--- config.mk ---
export PLATFORM = sky130hd
export DESIGN_NAME = hram_frame_writer
export DESIGN_NICKNAME = d
export VERILOG_FILES = /design/src/rtl/hram_frame_writer.sv
export SDC_FILE = /design/constraint.sdc
export NUM_CORES = 1
export LEC_CHECK = 0
export CORE_MARGIN = 2
export CORE_UTILIZATION = 60
export CTS_CLUSTER_DIAMETER = 30
export DETAILED_ROUTE_END_ITERATION = 6
export DONT_BUFFER_PORTS = 1
export PLACE_DENSITY = 0.85
export SLEW_MARGIN = 10
export SYNTH_ARGS = -nofsm -noshare
export SYNTH_HDL_FRONTEND = slang
export SYNTH_SLANG_ARGS = --single-unit
--- constraint.sdc ---
create_clock -name clk -period 4.1 [get_ports clk]
set_input_delay 1.025 -clock clk [delete_from_list [all_inputs] [get_ports clk]]
set_output_delay 1.025 -clock clk [all_outputs]
set_load 0.1 [all_outputs]
--- src/rtl/hram_frame_writer.sv ---
// Pixel FIFO plus burst sequencer feeding hyperram_ctrl: linear write bursts from
// the Boson stream, with short read-back bursts served whenever no write is due.
module hram_frame_writer #(
  parameter logic [11:0] BASE_ADDR  = 12'h000,
  parameter int          BURST_LEN  = 16,
  parameter int          FIFO_DEPTH = 64,
  parameter int          GAP_CYCLES = 8,
  parameter int          RD_TIMEOUT = 255
) (
  input  logic                          clk,
  input  logic                          reset_,
  input  logic                          pix_valid,
  input  logic                          pix_sof,
  input  logic [15:0]                   pix_data,
  input  logic                          flush,
  input  logic                          rd_start,
  input  logic [11:0]                   rd_addr,
  input  logic [3:0]                    rd_len,
  output logic                          rd_out_vld,
  output logic [15:0]                   rd_out_data,
  output logic                          rd_busy,
  output logic                          rd_err,
  output logic                          overflow,
  output logic [$clog2(FIFO_DEPTH):0]   fifo_level,
  output logic                          sram_req,
  input  logic                          sram_ready,
  output logic                          sram_rd,
  output logic [11:0]                   sram_addr,
  output logic [15:0]                   sram_wr_data,
  input  logic                          sram_rd_data_vld,
  input  logic [15:0]                   sram_rd_data
);

  localparam int AW = $clog2(FIFO_DEPTH);
  localparam int LW = AW + 1;
  localparam int WW = $clog2(BURST_LEN + 1);
  localparam int TW = $clog2(RD_TIMEOUT + 1);
  localparam int GW = $clog2(GAP_CYCLES + 1);

  typedef enum logic [1:0] {IDLE, WR, RD, GAP} state_t;

  state_t        state, state_nxt;
  logic [16:0]   mem [FIFO_DEPTH];
  logic [AW-1:0] wptr, rptr, rptr_nxt;
  logic [LW-1:0] level;
  logic [16:0]   head;
  logic          full, push, pop, next_sof, burst_last, wr_go;
  logic [WW-1:0] wcnt;
  logic [TW-1:0] tmr;
  logic [GW-1:0] gcnt;
  logic [11:0]   wr_addr, rd_addr_q;
  logic [3:0]    rd_left, rd_len_c;
  logic          rd_done, rd_tmo;

  assign fifo_level = level;
  assign full       = (level == LW'(FIFO_DEPTH));
  assign push       = pix_valid && !full;
  assign pop        = (state == WR) && sram_ready && (level != '0);
  assign rptr_nxt   = rptr + 1'b1;
  assign head       = mem[rptr];
  assign wr_go      = (level >= LW'(BURST_LEN)) || (flush && (level != '0));

  // The entry that becomes head after this pop: a sof there ends the burst early.
  always_comb begin
    next_sof = 1'b0;
    if (level >= LW'(2))
      next_sof = mem[rptr_nxt][16];
    else if (push)
      next_sof = pix_sof;
  end

  assign burst_last = (wcnt == WW'(BURST_LEN - 1)) || ((level == LW'(1)) && !push) || next_sof;
  assign rd_done    = (state == RD) && sram_rd_data_vld && (rd_left == 4'd1);
  assign rd_tmo     = (state == RD) && (tmr == TW'(RD_TIMEOUT - 1)) && !rd_done;

  always_comb begin
    if (rd_len == 4'd0)
      rd_len_c = 4'd1;
    else if (rd_len > 4'd8)
      rd_len_c = 4'd8;
    else
      rd_len_c = rd_len;
  end

  always_ff @(posedge clk) begin
    if (push)
      mem[wptr] <= {pix_sof, pix_data};
  end

  always_ff @(posedge clk or negedge reset_) begin
    if (!reset_) begin
      wptr     <= '0;
      rptr     <= '0;
      level    <= '0;
      overflow <= 1'b0;
    end else begin
      if (push)
        wptr <= wptr + 1'b1;
      if (pop)
        rptr <= rptr_nxt;
      case ({push, pop})
        2'b10:   level <= level + 1'b1;
        2'b01:   level <= level - 1'b1;
        default: level <= level;
      endcase
      if (pix_valid && full)
        overflow <= 1'b1;
      else if (push && pix_sof)
        overflow <= 1'b0;
    end
  end

  always_ff @(posedge clk or negedge reset_) begin
    if (!reset_)
      state <= IDLE;
    else
      state <= state_nxt;
  end

  always_comb begin
    state_nxt = state;
    case (state)
      IDLE: begin
        if (wr_go)
          state_nxt = WR;
        else if (rd_busy)
          state_nxt = RD;
      end
      WR:      if (pop && burst_last) state_nxt = GAP;
      RD:      if (rd_done || rd_tmo) state_nxt = GAP;
      GAP:     if (gcnt == GW'(GAP_CYCLES - 1)) state_nxt = IDLE;
      default: state_nxt = IDLE;
    endcase
  end

  always_comb begin
    sram_req     = (state == WR);
    sram_rd      = (state == RD);
    sram_wr_data = (state == WR) ? head[15:0] : 16'h0000;
  end

  // wr_addr is loaded with the burst start and then tracks each pop, so on exit
  // it already holds start + words written.
  always_ff @(posedge clk or negedge reset_) begin
    if (!reset_) begin
      wr_addr     <= BASE_ADDR;
      sram_addr   <= 12'h000;
      wcnt        <= '0;
      tmr         <= '0;
      gcnt        <= '0;
      rd_busy     <= 1'b0;
      rd_addr_q   <= 12'h000;
      rd_left     <= 4'd0;
      rd_err      <= 1'b0;
      rd_out_vld  <= 1'b0;
      rd_out_data <= 16'h0000;
    end else begin
      rd_err     <= 1'b0;
      rd_out_vld <= 1'b0;
      case (state)
        IDLE: begin
          wcnt <= '0;
          tmr  <= '0;
          gcnt <= '0;
          if (wr_go) begin
            sram_addr <= head[16] ? BASE_ADDR : wr_addr;
            wr_addr   <= head[16] ? BASE_ADDR : wr_addr;
          end else if (rd_busy) begin
            sram_addr <= rd_addr_q;
          end
        end
        WR: begin
          if (pop) begin
            wcnt    <= wcnt + 1'b1;
            wr_addr <= wr_addr + 12'd1;
          end
        end
        RD: begin
          tmr <= tmr + 1'b1;
          if (sram_rd_data_vld && (rd_left != 4'd0)) begin
            rd_left     <= rd_left - 4'd1;
            rd_out_vld  <= 1'b1;
            rd_out_data <= sram_rd_data;
          end
          if (rd_tmo)
            rd_err <= 1'b1;
        end
        GAP:     gcnt <= gcnt + 1'b1;
        default: gcnt <= '0;
      endcase
      if ((state == RD) && (state_nxt != RD)) begin
        rd_busy <= 1'b0;
      end else if (rd_start && !rd_busy) begin
        rd_busy   <= 1'b1;
        rd_addr_q <= rd_addr;
        rd_left   <= rd_len_c;
      end
    end
  end

endmodule
Yosys cells after proc, flatten, opt, wreduce, memory -nomap -nowiden
Memories as Yosys holds them, arrays and structs flattened.
Cells that the tools add are included.
{"block": "word_totals", "ff_bits": 98, "ramBits": 1088, "in_bits": 56, "output_inout_bits": 57, "wordCells": 119, "memories": 1}
{"block": "classes", "n_addsub": 9, "magnitude_cmp": 3, "eq_ne": 14, "muxes": 36, "bitwise": 1, "n_reduce_logical": 39}
{"name": "mem", "words": 64, "width": 17, "read_ports": 2, "rd_clocked_by_memory_dff": 0, "wr": 1, "line": "43", "source": "logic [16:0] mem [FIFO_DEPTH];"}
{"op": "$mux W12", "n": 5}
{"op": "$mux W4", "n": 6}
{"op": "$pmux W12 S2", "n": 1}
{"op": "$mux W16", "n": 1}
{"op": "$pmux W8 S2", "n": 1}
{"op": "$logic_and A1 B1 Y1", "n": 15}
{"op": "$pmux W7 S2", "n": 1}
{"op": "$reduce_bool A2 Y1", "n": 7}
{"op": "$add A12 B1 Y12 const B", "n": 1}
{"op": "$add A6 B1 Y6 const B", "n": 2}
{"op": "$mux W1", "n": 12}
{"op": "$mux W2", "n": 5}
{"op": "$pmux W5 S2", "n": 1}
{"op": "$add A8 B1 Y8 const B", "n": 1}
{"op": "$eq A8 B8 Y1 const B", "n": 1}
{"op": "$pmux W2 S4", "n": 1}
{"op": "$pmux W4 S2", "n": 1}
{"op": "$reduce_and A2 Y1", "n": 4}
{"op": "$add A7 B1 Y7 const B", "n": 1}
{"op": "$eq A7 B1 Y1 const B", "n": 1}
{"op": "$eq A7 B7 Y1 const B", "n": 1}
{"op": "$ge A7 B2 Y1 const B", "n": 1}
{"op": "$ge A7 B5 Y1 const B", "n": 1}
{"op": "$reduce_bool A7 Y1", "n": 1}
{"op": "other kinds (20)", "n": 30}

Logic depth before layout (Yosys ltp)
{"block": "depth", "word_depth": 14, "depth_mapped": 13}

Worst setup path before layout
Ideal clock, no wire load.
{"block": "synth_timing", "kind": "reg2out", "start": "register state[1]", "end": "output sram_wr_data[10]", "arrival_time_ps": 3523, "required_time_ps": 3075, "slack_ps": -448, "stages_incl_launch_ff": 8, "n_path_buf": 3, "path_cell_list": "dfrtp_1 inv_1 ha_1 clkbuf_1 nand2b_1 buf_1 clkbuf_1 o22ai_1"}
{"block": "synth_via", "elab_chain_cells": 2}
{"item": "from (decl)", "line": "42", "source": "state_t state, state_nxt;"}
{"item": "from (signal assigned)", "line": "117", "source": "state <= state_nxt;"}
{"item": "$eq A2 B1 Y1"}
{"item": "named net sram_req", "line": "25", "source": "output logic sram_req,"}
{"item": "$mux W16", "line": "139", "source": "sram_wr_data = (state == WR) ? head[15:0] : 16'h0000;"}
{"item": "to (decl)", "line": "29", "source": "output logic [15:0] sram_wr_data,"}
The timed path passes the listed nets, and every way through them passes these cells.

Worst setup path in the final report
{"block": "layout_timing", "start": "register rptr[0]", "end": "output sram_wr_data[4]"}
{"block": "layout_via", "elab_chain_cells": 2}
{"item": "from (decl)", "line": "44", "source": "logic [AW-1:0] wptr, rptr, rptr_nxt;"}
{"item": "from (signal assigned)", "line": "100", "source": "rptr <= rptr_nxt;"}
{"item": "$mem_v2 Z64 W17"}
{"item": "$mux W16", "line": "139"}
No other way between the ends.

==> results.py <==
metrics = {
    "synthesis": {
        "async_reset_ff_share_pct": 8.26,
        "yosys-top-cells-area": "edfxtp_1, mux4_2, dfrtp_1, mux2i_1, nor2_1",
        "synth-edff-count": 1088,
        "ys_seq_area_share_pct": 74.6,
        "yosysTopAreaCell": "edfxtp_1",
        "netlist_instances": 2209,
        "avgSynthCellArea_um2": 21.3,
        "synth_fp_nets": 2283,
        "synth.top_cell.area_share_pct": 69.3,
        "ys.flop_type": "edfxtp_1",
        "ys_seq_elements": 1186,
        "synth_cell_type_count": 62,
        "yosysWarningCount": 0,
        "synth.cell_area_um2": 47100,
    },
    "timing": {
        "maxSlewHeadroom_pct": 3.41,
        "rsz0062_at_grt": "yes",
        "setup_viol": 16,
        "hold_ws_ns": 0.247,
        "worst_slack_ns": -0.447,
        "finalCritPeriodShare_pct": 111,
        "drv_slew": 0,
        "skew_ns": 0.0316,
        "fmax_mhz": 220,
        "worstMarginPinSlew_ns": 1.45,
        "hold_viol": 0,
        "fin_crit_ns": 4.55,
    },
    "routing": {
        "vias_per_cell": 7.46,
        "vias": 27100,
        "first_iter_violations": 5096,
        "wirelength_mm": 148,
        "drt-wirelength-per-cell_um": 40.9,
        "drt_first_pass_iters": 7,
        "drtAntennaViolNets": 0,
        "drc": 7,
    },
    "critical_path": {
        "r2r-start": "rptr[0]",
        "startpoint": "rptr[0]",
        "cp_max_fo": 7,
        "endpoint_kind": "output port",
        "crit_arrival_ns": 3.52,
        "timing_worst_setup_path_type": "flip-flop to output port",
        "path_cells": "buf_12 > buf_16 > buf_12 > mux4_2 > mux4_2 > mux2i_2 > o22ai_2 > buf_12",
        "slowest_stage": "mux4_2",
        "required_ns": 3.07,
        "r2r_slack_ns": 0.48,
        "crit_top_cell": "buf_12",
        "cp_slowest_stage_delay_ns": 0.59,
        "startpoint_type": "flip-flop",
    },
    "placed_design": {
        "post_dp_cell_area_um2": 49700,
        "place_congestion": 0.860,
        "dp.final_hpwl_mm": 65.3,
        "port_buffers": 0,
        "dp_cells": 3280,
    },
    "pwr": {
        "power_leakage_nw": 18.7,
        "p_per_area_nw_per_um2": 788,
        "ir_drop_mv": 0.849,
        "power_w": 0.0445,
    },
    "floorplanning": {
        "die_area_um2": 80800,
        "fp.coreArea_um2": 77600,
        "initial_core_util_pct": 60.7,
        "fp.dieH_um": 284,
        "io-pin-count": 113,
        "rows": 102,
        "die_w_um": 284,
    },
    "clock_tree": {
        "insertion_delay_ns": 0.75,
        "clkTransAtPathRegs_ns": 0.06,
        "cts_sinks": 1186,
        "cts_root_buf": "clkbuf_16",
        "cts_buffers": 168,
        "htree_levels": 4,
        "cts_tree": "done",
        "clockBufferDepth": 3,
    },
    "run_status": {
        "status": "finished with violations",
        "violations": "design-rule violations, negative setup slack",
    },
    "layout": {
        "fin_cells": 3632,
        "drive_above_1_share_pct": 35.4,
        "fillers": 4021,
        "utilization_pct": 72.7,
        "areaGrowthSynthToFinish_pct": 19.8,
        "design_area_um2": 56400,
        "fin_nets": 2528,
    },
    "global_route": {
        "grt_pass1_vias": 27400,
        "grt.overflow.total": 0,
        "antenna_found_initial": 7,
        "grt_pass1_wl_mm": 207,
        "track_usage_pct": 36.8,
        "grt_max_degree": 99,
    },
    "job": {
        "drv_cap": 0,
    },
    "worst_hold_path": {
        "hp-class": "input port to asynchronous set/reset pin",
    },
}
## path summary, 6_finish.rpt
| kind | to | depth (start not counted) |
|---|---|---|
| max | sram_wr_data[4] | 8 |
| min | rd_left[2] | 1 |
| max reg2reg | state[1] | 8 |
| min reg2reg | rd_addr_q[5] | 1 |
| max in group asynchronous | rptr[1] | 1 |
| min in group clk | mem[21][6] | 0 |
## Yosys cell counts, types with 5 or more instances
cell type  number
edfxtp_1     1088
mux4_2        341
dfrtp_1        98
nor2_1         92
mux2i_1        68
nand2_1        55
clkbuf_1       43
buf_2          40
o21ai_0        38
nand3_1        31
buf_1          25
a21oi_1        23
mux2_2         23
o22ai_1        19
ha_1           18
xnor2_1        15
a21o_1         14
a22oi_1        14
inv_1          14
a22o_1         13
nand2b_1       12
nor3_1         11
xor2_1         10
nand4_1         9
nor2b_1         9
mux2_1          7
o211ai_1        7
a31oi_1         6
buf_4           6
buf_6           5
nand3b_1        5
## worst max-delay path: cells and delay by family (launching register included)
family	cells	cell delay, ns
flops	1	0.45
mux	3	1.43
compound gates	1	0.14
buf+inv	4	0.76
## registers in the layout (all words and copies together), names as in the netlist, 2 cells and up
name         cells
fifo_level       7
gcnt             4
mem           1088
rd_addr_q       12
rd_left          4
rd_out_data     16
rptr             6
sram_addr       12
state            2
tmr              8
wcnt             5
wptr             6
wr_addr         12
## routing by layer
layer	share of wire (%)	track usage (%)	vias up
met5	0.031	0	-
met2	49	59.1	3003
met3	14	11.2	714
met1	30	44.4	13600
li1	-	-	9780
met4	7.3	21.9	8
## metrics by stage
stage               setup slack [ns]  TNS [ns]
detailed placement             0.187         0
CTS                           -0.425     -6.05
finish                        -0.447     -6.40
global placement               0.224         0
global route                  -0.442     -6.58
floorplan                     -0.448     -6.10
## cell families (layout without fill, tap and decap cells)
kind of cell / after synthesis / count (layout) / share of synthesized area, %
flip-flops: 1186 / 1186 / 74.6
multiplexers: 439 / 439 / 18.5
AND/OR/NAND/NOR: 246 / 246 / 2.50
AO/OA/AOI/OAI: 158 / 158 / 2.22
buffers and inverters: 137 / 518 / 1.33
XOR/XNOR: 25 / 25 / 0.465
adder cells (fa/ha/maj): 18 / 18 / 0.478
other: 0 / 2 / 0
## placed cells by master, fill, tap and decap left out, types with 16 or more instances in the layout
cell / instances
edfxtp_1: 1088
mux4_2: 341
clkbuf_16: 179
buf_4: 115
dfrtp_1: 95
nor2_1: 78
nand2_1: 55
buf_12: 45
o21ai_0: 38
mux2i_1: 38
nand3_1: 31
clkinv_2: 25
mux2_2: 23
a21oi_1: 22
inv_6: 20
mux2i_4: 19
clkinv_1: 18
clkinv_4: 18
ha_1: 17
buf_16: 17
clkinvlp_4: 16
## power by group
group          internal (W)  leakage, nW  total [W]  switching, W
combinational       0.00653         5.03     0.0144       0.00792
sequential           0.0140         11.0     0.0156       0.00162
clock               0.00858         2.69     0.0144       0.00585
total                0.0291         18.7     0.0445        0.0154
## cell type report
class	count	area (um^2)	share of cell area, %
clock inverter	118	1130	2.00
sequential	1186	35100	62.3
multi-input combinational	886	11800	21.0
timing repair buffer	195	2540	4.50
clock buffer	188	4430	7.84
antenna	2	5.00	0.00887
inverter	17	66.3	0.118
tap	1040	1300	2.31
## what timing repair did
action                                 4_1_cts  5_1_grt
pin swaps                                    1        5
setup buffers                               22        8
hold buffers                                 1        0
gates cloned                                 9        5
endpoints found under the hold margin       98        0
setup endpoints to repair                   16       16
resized for setup                           74       23
(Power assumes the default switching activity.)
